==> src/rtl/order_book_pkg.sv <==
// order_book_pkg: shared order-book widths, request codes and payload types.
// Holds the book_entry payload, the packed FIFO word used by the request
// issuer, the issuer FSM state type and the stock range helper.
package order_book_pkg;

   localparam int unsigned STOCK_INDEX     = 2;   // stock field is 3 bits so out-of-range ids are representable
   localparam int unsigned STOCK_W         = STOCK_INDEX + 1;
   localparam int unsigned NUM_STOCKS      = 4;
   localparam int unsigned NUM_STOCK_INDEX = 1;   // msb index of an in-range stock id
   localparam int unsigned PRICE_INDEX     = 15;
   localparam int unsigned QUANTITY_INDEX  = 15;
   localparam int unsigned ORDER_INDEX     = 7;

   localparam logic [2:0] REQ_ADD    = 3'd0;
   localparam logic [2:0] REQ_CANCEL = 3'd1;
   localparam logic [2:0] REQ_TRADE  = 3'd2;

   typedef struct packed {
      logic                    is_buy;
      logic [PRICE_INDEX:0]    price;
      logic [QUANTITY_INDEX:0] quantity;
      logic [ORDER_INDEX:0]    order_id;
   } book_entry;

   // One buffered upstream message
   typedef struct packed {
      logic [STOCK_INDEX:0]    stock;
      book_entry               entry;
      logic [2:0]              request;
      logic [ORDER_INDEX:0]    order_id;
      logic                    del;
      logic [QUANTITY_INDEX:0] quantity;
   } req_word_t;

   typedef enum logic [1:0] {
      ST_IDLE      = 2'd0,
      ST_ISSUE     = 2'd1,
      ST_WAIT_ACK  = 2'd2,
      ST_WAIT_DONE = 2'd3
   } issuer_state_t;

   function automatic logic stock_in_range(input logic [STOCK_INDEX:0] stock);
      return stock < STOCK_W'(NUM_STOCKS);
   endfunction

endpackage

==> src/rtl/order_req_fifo.sv <==
// order_req_fifo: synchronous FIFO of req_word_t messages.
// Ports: i_clk, i_rst (sync, active-high), i_push/i_data write side,
// i_pop read side, o_head_c (combinational head word), o_count (registered
// occupancy), o_full_c / o_empty_c (decoded from o_count).
module order_req_fifo
   import order_book_pkg::*;
#(
   parameter int unsigned DEPTH = 8
) (
   input  logic                   i_clk,
   input  logic                   i_rst,
   input  logic                   i_push,
   input  req_word_t              i_data,
   input  logic                   i_pop,
   output req_word_t              o_head_c,
   output logic [$clog2(DEPTH):0] o_count,
   output logic                   o_full_c,
   output logic                   o_empty_c
);

   localparam int unsigned PTR_W = $clog2(DEPTH);
   localparam int unsigned CNT_W = PTR_W + 1;

   req_word_t        r_mem [DEPTH];
   logic [PTR_W-1:0] r_wr_ptr;
   logic [PTR_W-1:0] r_rd_ptr;
   logic [CNT_W-1:0] r_count;
   logic             w_push;
   logic             w_pop;

   assign o_full_c  = (r_count == CNT_W'(DEPTH));
   assign o_empty_c = (r_count == '0);
   assign o_count   = r_count;
   assign o_head_c  = r_mem[r_rd_ptr];

   assign w_push = i_push && !o_full_c;
   assign w_pop  = i_pop && !o_empty_c;

   // Storage carries no reset; validity is tracked by the pointers/count
   always_ff @(posedge i_clk) begin
      if (w_push) begin
         r_mem[r_wr_ptr] <= i_data;
      end
   end

   // Pointers wrap naturally since DEPTH is a power of two
   always_ff @(posedge i_clk) begin
      if (i_rst) begin
         r_wr_ptr <= '0;
         r_rd_ptr <= '0;
         r_count  <= '0;
      end else begin
         if (w_push) begin
            r_wr_ptr <= r_wr_ptr + PTR_W'(1);
         end
         if (w_pop) begin
            r_rd_ptr <= r_rd_ptr + PTR_W'(1);
         end
         case ({w_push, w_pop})
            2'b10:   r_count <= r_count + CNT_W'(1);
            2'b01:   r_count <= r_count - CNT_W'(1);
            default: r_count <= r_count;
         endcase
      end
   end

endmodule

==> src/rtl/order_request_issuer.sv <==
// order_request_issuer: buffers parsed order messages and issues them one at
// a time to the order-book wrapper over a start/is_busy handshake.
// Ports: clk_in, rst_in (sync, active-high); msg_* valid/ready upstream;
// start + stock_to_add/order_to_add/request/order_id/delete/quantity request
// fields held stable while in flight; book_is_busy from the wrapper;
// in_flight, issued_count, dropped_count, ack_timeout_err status.
module order_request_issuer
   import order_book_pkg::*;
#(
   parameter int unsigned FIFO_DEPTH  = 8,
   parameter int unsigned ACK_TIMEOUT = 4
) (
   input  logic                    clk_in,
   input  logic                    rst_in,
   input  logic                    msg_valid,
   output logic                    msg_ready,
   input  logic [STOCK_INDEX:0]    msg_stock,
   input  book_entry               msg_entry,
   input  logic [2:0]              msg_request,
   input  logic [ORDER_INDEX:0]    msg_order_id,
   input  logic                    msg_delete,
   input  logic [QUANTITY_INDEX:0] msg_quantity,
   output logic                    start,
   output logic [STOCK_INDEX:0]    stock_to_add,
   output book_entry               order_to_add,
   output logic [2:0]              request,
   output logic [ORDER_INDEX:0]    order_id,
   output logic                    delete,
   output logic [QUANTITY_INDEX:0] quantity,
   input  logic                    book_is_busy,
   output logic                    in_flight,
   output logic [31:0]             issued_count,
   output logic [15:0]             dropped_count,
   output logic                    ack_timeout_err
);

   localparam int unsigned CNT_W = $clog2(FIFO_DEPTH) + 1;
   localparam int unsigned ACK_W = $clog2(ACK_TIMEOUT + 1);

   issuer_state_t           r_state;
   issuer_state_t           w_state_next;
   logic [ACK_W-1:0]        r_ack_cnt;
   logic [ACK_W-1:0]        w_ack_cnt_next;
   logic                    r_start;
   logic                    r_in_flight;
   logic [STOCK_INDEX:0]    r_stock;
   book_entry               r_entry;
   logic [2:0]              r_request;
   logic [ORDER_INDEX:0]    r_order_id;
   logic                    r_delete;
   logic [QUANTITY_INDEX:0] r_quantity;
   logic [31:0]             r_issued;
   logic [15:0]             r_dropped;
   logic                    r_timeout_err;

   req_word_t               w_msg;
   req_word_t               w_head;
   logic [CNT_W-1:0]        w_fifo_count;
   logic                    w_fifo_full;
   logic                    w_fifo_empty;
   logic                    w_push;
   logic                    w_pop;
   logic                    w_load;
   logic                    w_drop;
   logic                    w_ack;
   logic                    w_timeout;

   // Ready looks only at the registered count, so a full FIFO refuses a push
   // even in the cycle it pops
   assign msg_ready = !rst_in && (w_fifo_count < CNT_W'(FIFO_DEPTH));
   assign w_push    = msg_valid && !rst_in && !w_fifo_full;

   assign w_msg = '{stock:    msg_stock,
                    entry:    msg_entry,
                    request:  msg_request,
                    order_id: msg_order_id,
                    del:      msg_delete,
                    quantity: msg_quantity};

   order_req_fifo #(
      .DEPTH (FIFO_DEPTH)
   ) u_fifo (
      .i_clk     (clk_in),
      .i_rst     (rst_in),
      .i_push    (w_push),
      .i_data    (w_msg),
      .i_pop     (w_pop),
      .o_head_c  (w_head),
      .o_count   (w_fifo_count),
      .o_full_c  (w_fifo_full),
      .o_empty_c (w_fifo_empty)
   );

   // Next-state and handshake decode
   always_comb begin
      w_state_next   = r_state;
      w_ack_cnt_next = r_ack_cnt;
      w_pop          = 1'b0;
      w_load         = 1'b0;
      w_drop         = 1'b0;
      w_ack          = 1'b0;
      w_timeout      = 1'b0;
      case (r_state)
         ST_IDLE: begin
            // A busy wrapper here belongs to someone else; never issue over it
            if (!w_fifo_empty && !book_is_busy) begin
               w_pop = 1'b1;
               if (stock_in_range(w_head.stock)) begin
                  w_load       = 1'b1;
                  w_state_next = ST_ISSUE;
               end else begin
                  w_drop = 1'b1;
               end
            end
         end
         ST_ISSUE: begin
            w_ack_cnt_next = '0;
            w_state_next   = ST_WAIT_ACK;
         end
         ST_WAIT_ACK: begin
            if (book_is_busy) begin
               w_ack        = 1'b1;
               w_state_next = ST_WAIT_DONE;
            end else if (r_ack_cnt == ACK_W'(ACK_TIMEOUT - 1)) begin
               w_timeout    = 1'b1;
               w_state_next = ST_IDLE;
            end else begin
               w_ack_cnt_next = r_ack_cnt + ACK_W'(1);
            end
         end
         ST_WAIT_DONE: begin
            if (!book_is_busy) begin
               w_state_next = ST_IDLE;
            end
         end
         default: w_state_next = ST_IDLE;
      endcase
   end

   // State, request fields and counters
   always_ff @(posedge clk_in) begin
      if (rst_in) begin
         r_state       <= ST_IDLE;
         r_ack_cnt     <= '0;
         r_start       <= 1'b0;
         r_in_flight   <= 1'b0;
         r_stock       <= '0;
         r_entry       <= '0;
         r_request     <= '0;
         r_order_id    <= '0;
         r_delete      <= 1'b0;
         r_quantity    <= '0;
         r_issued      <= '0;
         r_dropped     <= '0;
         r_timeout_err <= 1'b0;
      end else begin
         r_state     <= w_state_next;
         r_ack_cnt   <= w_ack_cnt_next;
         r_start     <= w_load;
         r_in_flight <= (w_state_next != ST_IDLE);
         // Fields change only on a new load, so they stay put while in flight
         if (w_load) begin
            r_stock    <= w_head.stock;
            r_entry    <= w_head.entry;
            r_request  <= w_head.request;
            r_order_id <= w_head.order_id;
            r_delete   <= w_head.del;
            r_quantity <= w_head.quantity;
         end
         if (w_ack) begin
            r_issued <= r_issued + 32'd1;
         end
         if (w_drop && (r_dropped != 16'hFFFF)) begin
            r_dropped <= r_dropped + 16'd1;
         end
         if (w_timeout) begin
            r_timeout_err <= 1'b1;
         end
      end
   end

   assign start           = r_start;
   assign in_flight       = r_in_flight;
   assign stock_to_add    = r_stock;
   assign order_to_add    = r_entry;
   assign request         = r_request;
   assign order_id        = r_order_id;
   assign delete          = r_delete;
   assign quantity        = r_quantity;
   assign issued_count    = r_issued;
   assign dropped_count   = r_dropped;
   assign ack_timeout_err = r_timeout_err;

endmodule

==> config.mk <==
export PLATFORM = sky130hd
export DESIGN_NAME = order_request_issuer
export DESIGN_NICKNAME = d
export VERILOG_FILES = /design/src/rtl/order_book_pkg.sv /design/src/rtl/order_req_fifo.sv /design/src/rtl/order_request_issuer.sv
export SDC_FILE = /design/constraint.sdc
export NUM_CORES = 1
export LEC_CHECK = 0
export CAP_MARGIN = 20
export CORE_MARGIN = 5
export CORE_UTILIZATION = 50
export CTS_BUF_LIST = sky130_fd_sc_hd__clkbuf_8
export CTS_CLUSTER_SIZE = 20
export DETAILED_ROUTE_END_ITERATION = 6
export GPL_ROUTABILITY_DRIVEN = 0
export PLACE_DENSITY = 0.73
export SKIP_CTS_REPAIR_TIMING = 1
export SLEW_MARGIN = 20
export SYNTH_ARGS = -nofsm -noshare
export SYNTH_HDL_FRONTEND = slang
export SYNTH_HIERARCHICAL = 1
export SYNTH_SLANG_ARGS = --single-unit
==> constraint.sdc <==
create_clock -name clk_in -period 11.52 [get_ports clk_in]
set_input_delay 1.728 -clock clk_in [delete_from_list [all_inputs] [get_ports clk_in]]
set_output_delay 1.728 -clock clk_in [all_outputs]
set_load 0.05 [all_outputs]
### Word-level counts from Yosys, hierarchy flattened

Memories as Yosys holds them, arrays and structs flattened. A register that Yosys moved wholly into a read port is not among the register bits.
Cells that the tools add are included.

| storage, ports and cells | value |
|---|---|
| RAM bits | 576 |
| input port bits | 76 |
| word-level logic and storage cells | 83 |
| flip-flop bits (word level) | 138 |
| output and inout port bits | 124 |
| memories | 1 |

| cells by class | value |
|---|---|
| order comparisons | 2 |
| mux-type cells | 27 |
| reduce and logical (&&, ||, !) cells | 17 |
| add/subtract/negate cells | 7 |
| equality and inequality tests | 10 |

Memory list:

| name | depth | width | rd ports | clocked after Yosys merged registers in | wr ports | line | source |
|---|---|---|---|---|---|---|---|
| u_fifo.r_mem | 8 | 72 | 1 | 1 | 1 | order_req_fifo.sv:24 | `req_word_t r_mem [DEPTH];` |

Operators by type and width:

| operator | number |
|---|---|
| $add A32 B1 Y32 const B | 1 |
| $add A16 B1 Y16 const B | 1 |
| $ne A16 B16 Y1 const B | 1 |
| $mux W1 | 15 |
| $mux W3 | 4 |
| $mux W2 | 5 |
| $add A3 B1 Y3 const B | 3 |
| $pmux W2 S4 | 1 |
| $pmux W4 S2 | 1 |
| $logic_and A1 B1 Y1 | 7 |
| $eq A2 B2 Y1 const B | 3 |
| $pmux W3 S2 | 1 |
| $reduce_bool A2 Y1 | 3 |
| $add A4 B1 Y4 const B | 1 |
| $eq A2 B1 Y1 const B | 2 |
| $eq A4 B4 Y1 const B | 1 |
| $logic_not A1 Y1 | 4 |
| $logic_not A4 Y1 | 1 |
| $lt A4 B4 Y1 const B | 1 |
| $ne A2 B2 Y1 const B | 2 |
| $sub A4 B1 Y4 const B | 1 |
| $eq A3 B2 Y1 const B | 1 |
| $lt A3 B3 Y1 const B | 1 |
| $reduce_and A3 Y1 | 1 |
| $logic_not A2 Y1 | 1 |

### Logic depth before layout (Yosys ltp)

| logic depth | value |
|---|---|
| depth after elaboration | 8 |
| gate-level depth with buffers | 13 |
| gate-level depth less buffers | 11 |

### Modules after synthesis

Netlist, hierarchy kept.

By module, submodules not included:

| module | area each (um2) | instances | cells each | seq. area each (um2) |
|---|---|---|---|---|
| order_req_fifo | 22532.9 | 1 | 906 | 17556.8 |
| order_request_issuer | 5124.9 | 1 | 629 | 2562.5 |

### Worst setup path before layout

Ideal clock, no wire load.

| path | value |
|---|---|
| path kind | input-to-reg |
| start | input rst_in |
| end | memory u_fifo/r_mem[0][0] (netlist name), enable pin |
| path buffers | 1 |
| required time | 10.840 ns |
| setup time | 0.680 ns |
| setup slack | 1.477 ns |
| stages | 4 |
| arrival | 9.363 ns |
| cells stage by stage | clkbuf_1 nor3b_1 nand2_4 nor4_1 |

| between the ends | value |
|---|---|
| word-level cells in the longest chain between the ends | 6 |

Ends and longest elaborated chain:

| element | line | source |
|---|---|---|
| start, declared | order_request_issuer.sv:14 | `input logic rst_in,` |
| $logic_not A1 Y1 | order_request_issuer.sv:71 | `assign w_push = msg_valid && !rst_in && !w_fifo_full;` |
| $logic_and A1 B1 Y1 (2 in series) | order_request_issuer.sv:71 |  |
| net w_push | order_request_issuer.sv:61 | `logic w_push;` |
| $logic_and A1 B1 Y1 | order_req_fifo.sv:36 | `assign w_push = i_push && !o_full_c;` |
| $mux W1 | order_req_fifo.sv:41 | `if (w_push) begin` |
| $mux W1 (not written as such) | order_req_fifo.sv:42 | `r_mem[r_wr_ptr] <= i_data;` |
| end, declared | order_req_fifo.sv:24 |  |

The timed path passes the listed nets, and every way through them passes these cells.

### Worst setup path in the final report

| path | value |
|---|---|
| start | input msg_valid |
| end | memory u_fifo/r_mem[2][26] (netlist name), enable pin |

| between the ends | value |
|---|---|
| word-level cells in the longest chain between the ends | 5 |

Ends and longest elaborated chain:

| element | line | source |
|---|---|---|
| start, declared | order_request_issuer.sv:15 | `input logic msg_valid,` |
| $logic_and A1 B1 Y1 (2 in series) | order_request_issuer.sv:71 |  |
| net w_push | order_request_issuer.sv:61 |  |
| $logic_and A1 B1 Y1 | order_req_fifo.sv:36 |  |
| $mux W1 | order_req_fifo.sv:41 |  |
| $mux W1 (not written as such) | order_req_fifo.sv:42 |  |

The timed path passes the listed nets, and every way through them passes these cells.

==> flow_summary.yaml <==
synthesis:
  ys.warnings.count: 6
  syn_inst: 1535
  yosysUniqueCellTypes: 49
  ys_top_cells_by_area: "edfxtp_1, mux4_2, dfxtp_1"
  synth_seq_cells: 717
  yosysSeqAreaShare: 0.727
  synth.cell_area_um2: 27700
  synth_top_area_frac: 0.625
  synth_edf_count: 576
  synth_top_cell_by_area: "edfxtp_1"
  synth_fp_nets: 1620
  ys.flop_type: "edfxtp_1"
  synthArstFlopShare: 0
  avgSynthCellArea_um2: 18.0
timing:
  fin_crit_sh: 0.397
  max_freq_mhz: 219
  slew_headroom: 0.254
  tightestPinTransition_ns: 1.12
  rsz0062_at_grt: "no"
  tns_ns: 0
  finClkSkew_ns: 0.0313
  maxSlewViolCount: 0
  fin_hold_ws_ns: 0.454
  min_period_ns: 4.57
  setup_violations: 0
  finalHoldViolations: 0
critical_path:
  crit_type: "in -> reg"
  r2r_cells: 7
  cp_max_fo: 63
  required_ns: 11.81
  cp-start-kind: "primary input"
  r2r-end: "order_to_add[5]"
  reg2reg_slack_ns: 7.11
  critPathLaunch: "msg_valid"
  endpoint_kind: "flip-flop"
  arrival_ns: 4.86
pwr:
  p_leak_nw: 10.2
  ir_drop_mv: 0.102
  p_per_area_nw_per_um2: 158
detailed_routing:
  vias_per_cell: 5.55
  drt_first_pass_iters: 6
  routed_wl_um: 57000
  ant_nets: 0
  dr.first_iter.drc_count: 911
  dr_total_vias: 14570
  routedWlPerCell_um: 21.7
  drc: 0
min_path:
  holdPathEnd: "quantity[7]"
  hold_class: "reg -> reg"
  holdPathStages: 2
  holdCritStartpoint: "quantity[7]"
final_layout:
  fill_cells: 3982
  drive_gt1_frac: 0.213
  final_net_count: 1863
  area_growth_syn_to_layout_pct: 17.4
floorplanning:
  rows: 86
  dieHeight_um: 245
  start_util: 0.503
  ioPinCount: 200
  die_w_um: 245
  die_area_um2: 60100
  coreArea_um2: 55000
clock_network:
  cts_tree: "built"
  cts_buffer_depth: 3
  cts.clk_slew.worst_paths_ns: 0.06
  cts_root_buf: "clkbuf_8"
  h-tree-depth: 3
  numCtsBuffers: 109
  cts_num_sinks: 717
  clk_latency_ns: 0.70
global_routing:
  grt_remaining_overflow: 0
  antenna_found_initial: 7
  grt_max_degree: 99
  track_usage: 0.191
  grt_pass1_wl_um: 88900
  grt_pass1_vias: 15179
placed_design:
  portBuffers: 199
  dp_hpwl_um: 32500
run_status:
  outcome: "completed"
flow_run:
  maxCapViolCount: 0
-- cell usage in the layout, fill, tap and decap left out, drive strengths merged, types with 14 or more instances in the layout --
cell type	instances
nand2	169
nor2	36
a21oi	114
o31ai	22
clkdlybuf4s50	198
clkbuf	114
inv	62
edfxtp	576
buf	20
nand4	16
mux4	144
dfxtp	141
mux2	74
clkinv	31
or4	24
nand3	14
-- through the flow --
step	util	instances	area (um2)	setup slack [ns]	total power, mW
2_1_floorplan	-	1535	27700	1.48	3.10
3_3_place_gp	0.551	2414	30300	6.31	3.20
3_5_place_dp	0.552	2414	30300	6.21	3.21
4_1_cts	0.590	2619	32400	6.93	5.20
5_1_grt	0.591	2622	32500	6.71	5.35
6_report	0.591	2624	32500	6.95	5.14
-- report_power, final --
group	switching (mW)	internal [mW]	total (mW)
registers	0.0194	2.83	2.85
logic	0.169	0.127	0.297
clock network	0.950	1.04	1.99
-- how the worst max path moves through the flow --
| stage | end | slack, ns | depth (start not counted) |
|---|---|---|---|
| final | u_fifo/r_mem[2][26] | 6.95 | 5 |
| after global routing | order_id[4] | 6.71 | 7 |
| after CTS | order_id[2] | 6.93 | 7 |
| after detailed placement | u_fifo/r_mem[2][48] | 6.21 | 5 |
| after global placement | u_fifo/r_mem[2][48] | 6.31 | 5 |
| after floorplan | u_fifo/r_mem[0][0] | 1.48 | 4 |
-- cells by family after synthesis --
family | count (synthesis) | share of synthesized area
adders and majority gates | 9 | 0.00407
muxes | 224 | 0.158
AOI/OAI and AO/OA | 156 | 0.0310
DFF | 717 | 0.727
buffers and inverters | 95 | 0.0185
and+or+nand+nor | 317 | 0.0558
xor gates and xnor gates | 17 | 0.00538
-- layer usage --
metal,global-route usage,up-vias,share of wire
met5,0,-,0.00061
met2,0.320,404,0.50
met1,0.255,7520,0.42
met4,0.0543,6,0.013
met3,0.0417,66,0.058
li1,-,6574,-
-- cell usage after synthesis, types with 3 or more instances --
| cell type | count |
|---|---|
| inv_1 | 9 |
| nor3_1 | 6 |
| xnor2_1 | 8 |
| nand2b_1 | 6 |
| a21oi_1 | 114 |
| nand3_1 | 14 |
| edfxtp_1 | 576 |
| mux2_4 | 60 |
| buf_1 | 7 |
| o31ai_1 | 22 |
| xor2_1 | 9 |
| buf_2 | 21 |
| nand2_1 | 168 |
| mux4_2 | 144 |
| nor2b_1 | 4 |
| nand4b_1 | 3 |
| and3_1 | 4 |
| mux2_2 | 14 |
| nor2_1 | 36 |
| mux2i_1 | 6 |
| or2_2 | 3 |
| dfxtp_1 | 141 |
| clkbuf_1 | 48 |
| or3_1 | 13 |
| or4_1 | 24 |
| o21ai_0 | 13 |
| buf_12 | 7 |
| nor4_1 | 6 |
| nand4_1 | 15 |
| ha_1 | 9 |
-- critical path, stage by stage --
cell and delay (ns):
clkdlybuf4s50_1 0.45, nor3b_1 0.73, nand2_4 0.22, nor3_2 0.74, buf_4 0.95
-- sequential cells by signal, summed over array words and instances (netlist names), 4 cells and up, named ones only --
signal	count
order_id	8
u_fifo/o_count	4
order_to_add	41
quantity	16
u_fifo/r_mem	576
issued_count	32
dropped_count	16
-- cell type report --
type | count | area, um2 | share of cell area
timing repair buffer | 218 | 2170 | 0.0668
clock buffer | 114 | 1570 | 0.0483
tap | 748 | 936 | 0.0288
inverter | 9 | 33.8 | 0.00104
clock inverter | 91 | 529 | 0.0163
multi-input combinational | 723 | 7100 | 0.218
antenna | 4 | 10.0 | 0.000308
sequential | 717 | 20100 | 0.620
No activity file was read; power rests on OpenSTA's default activity.
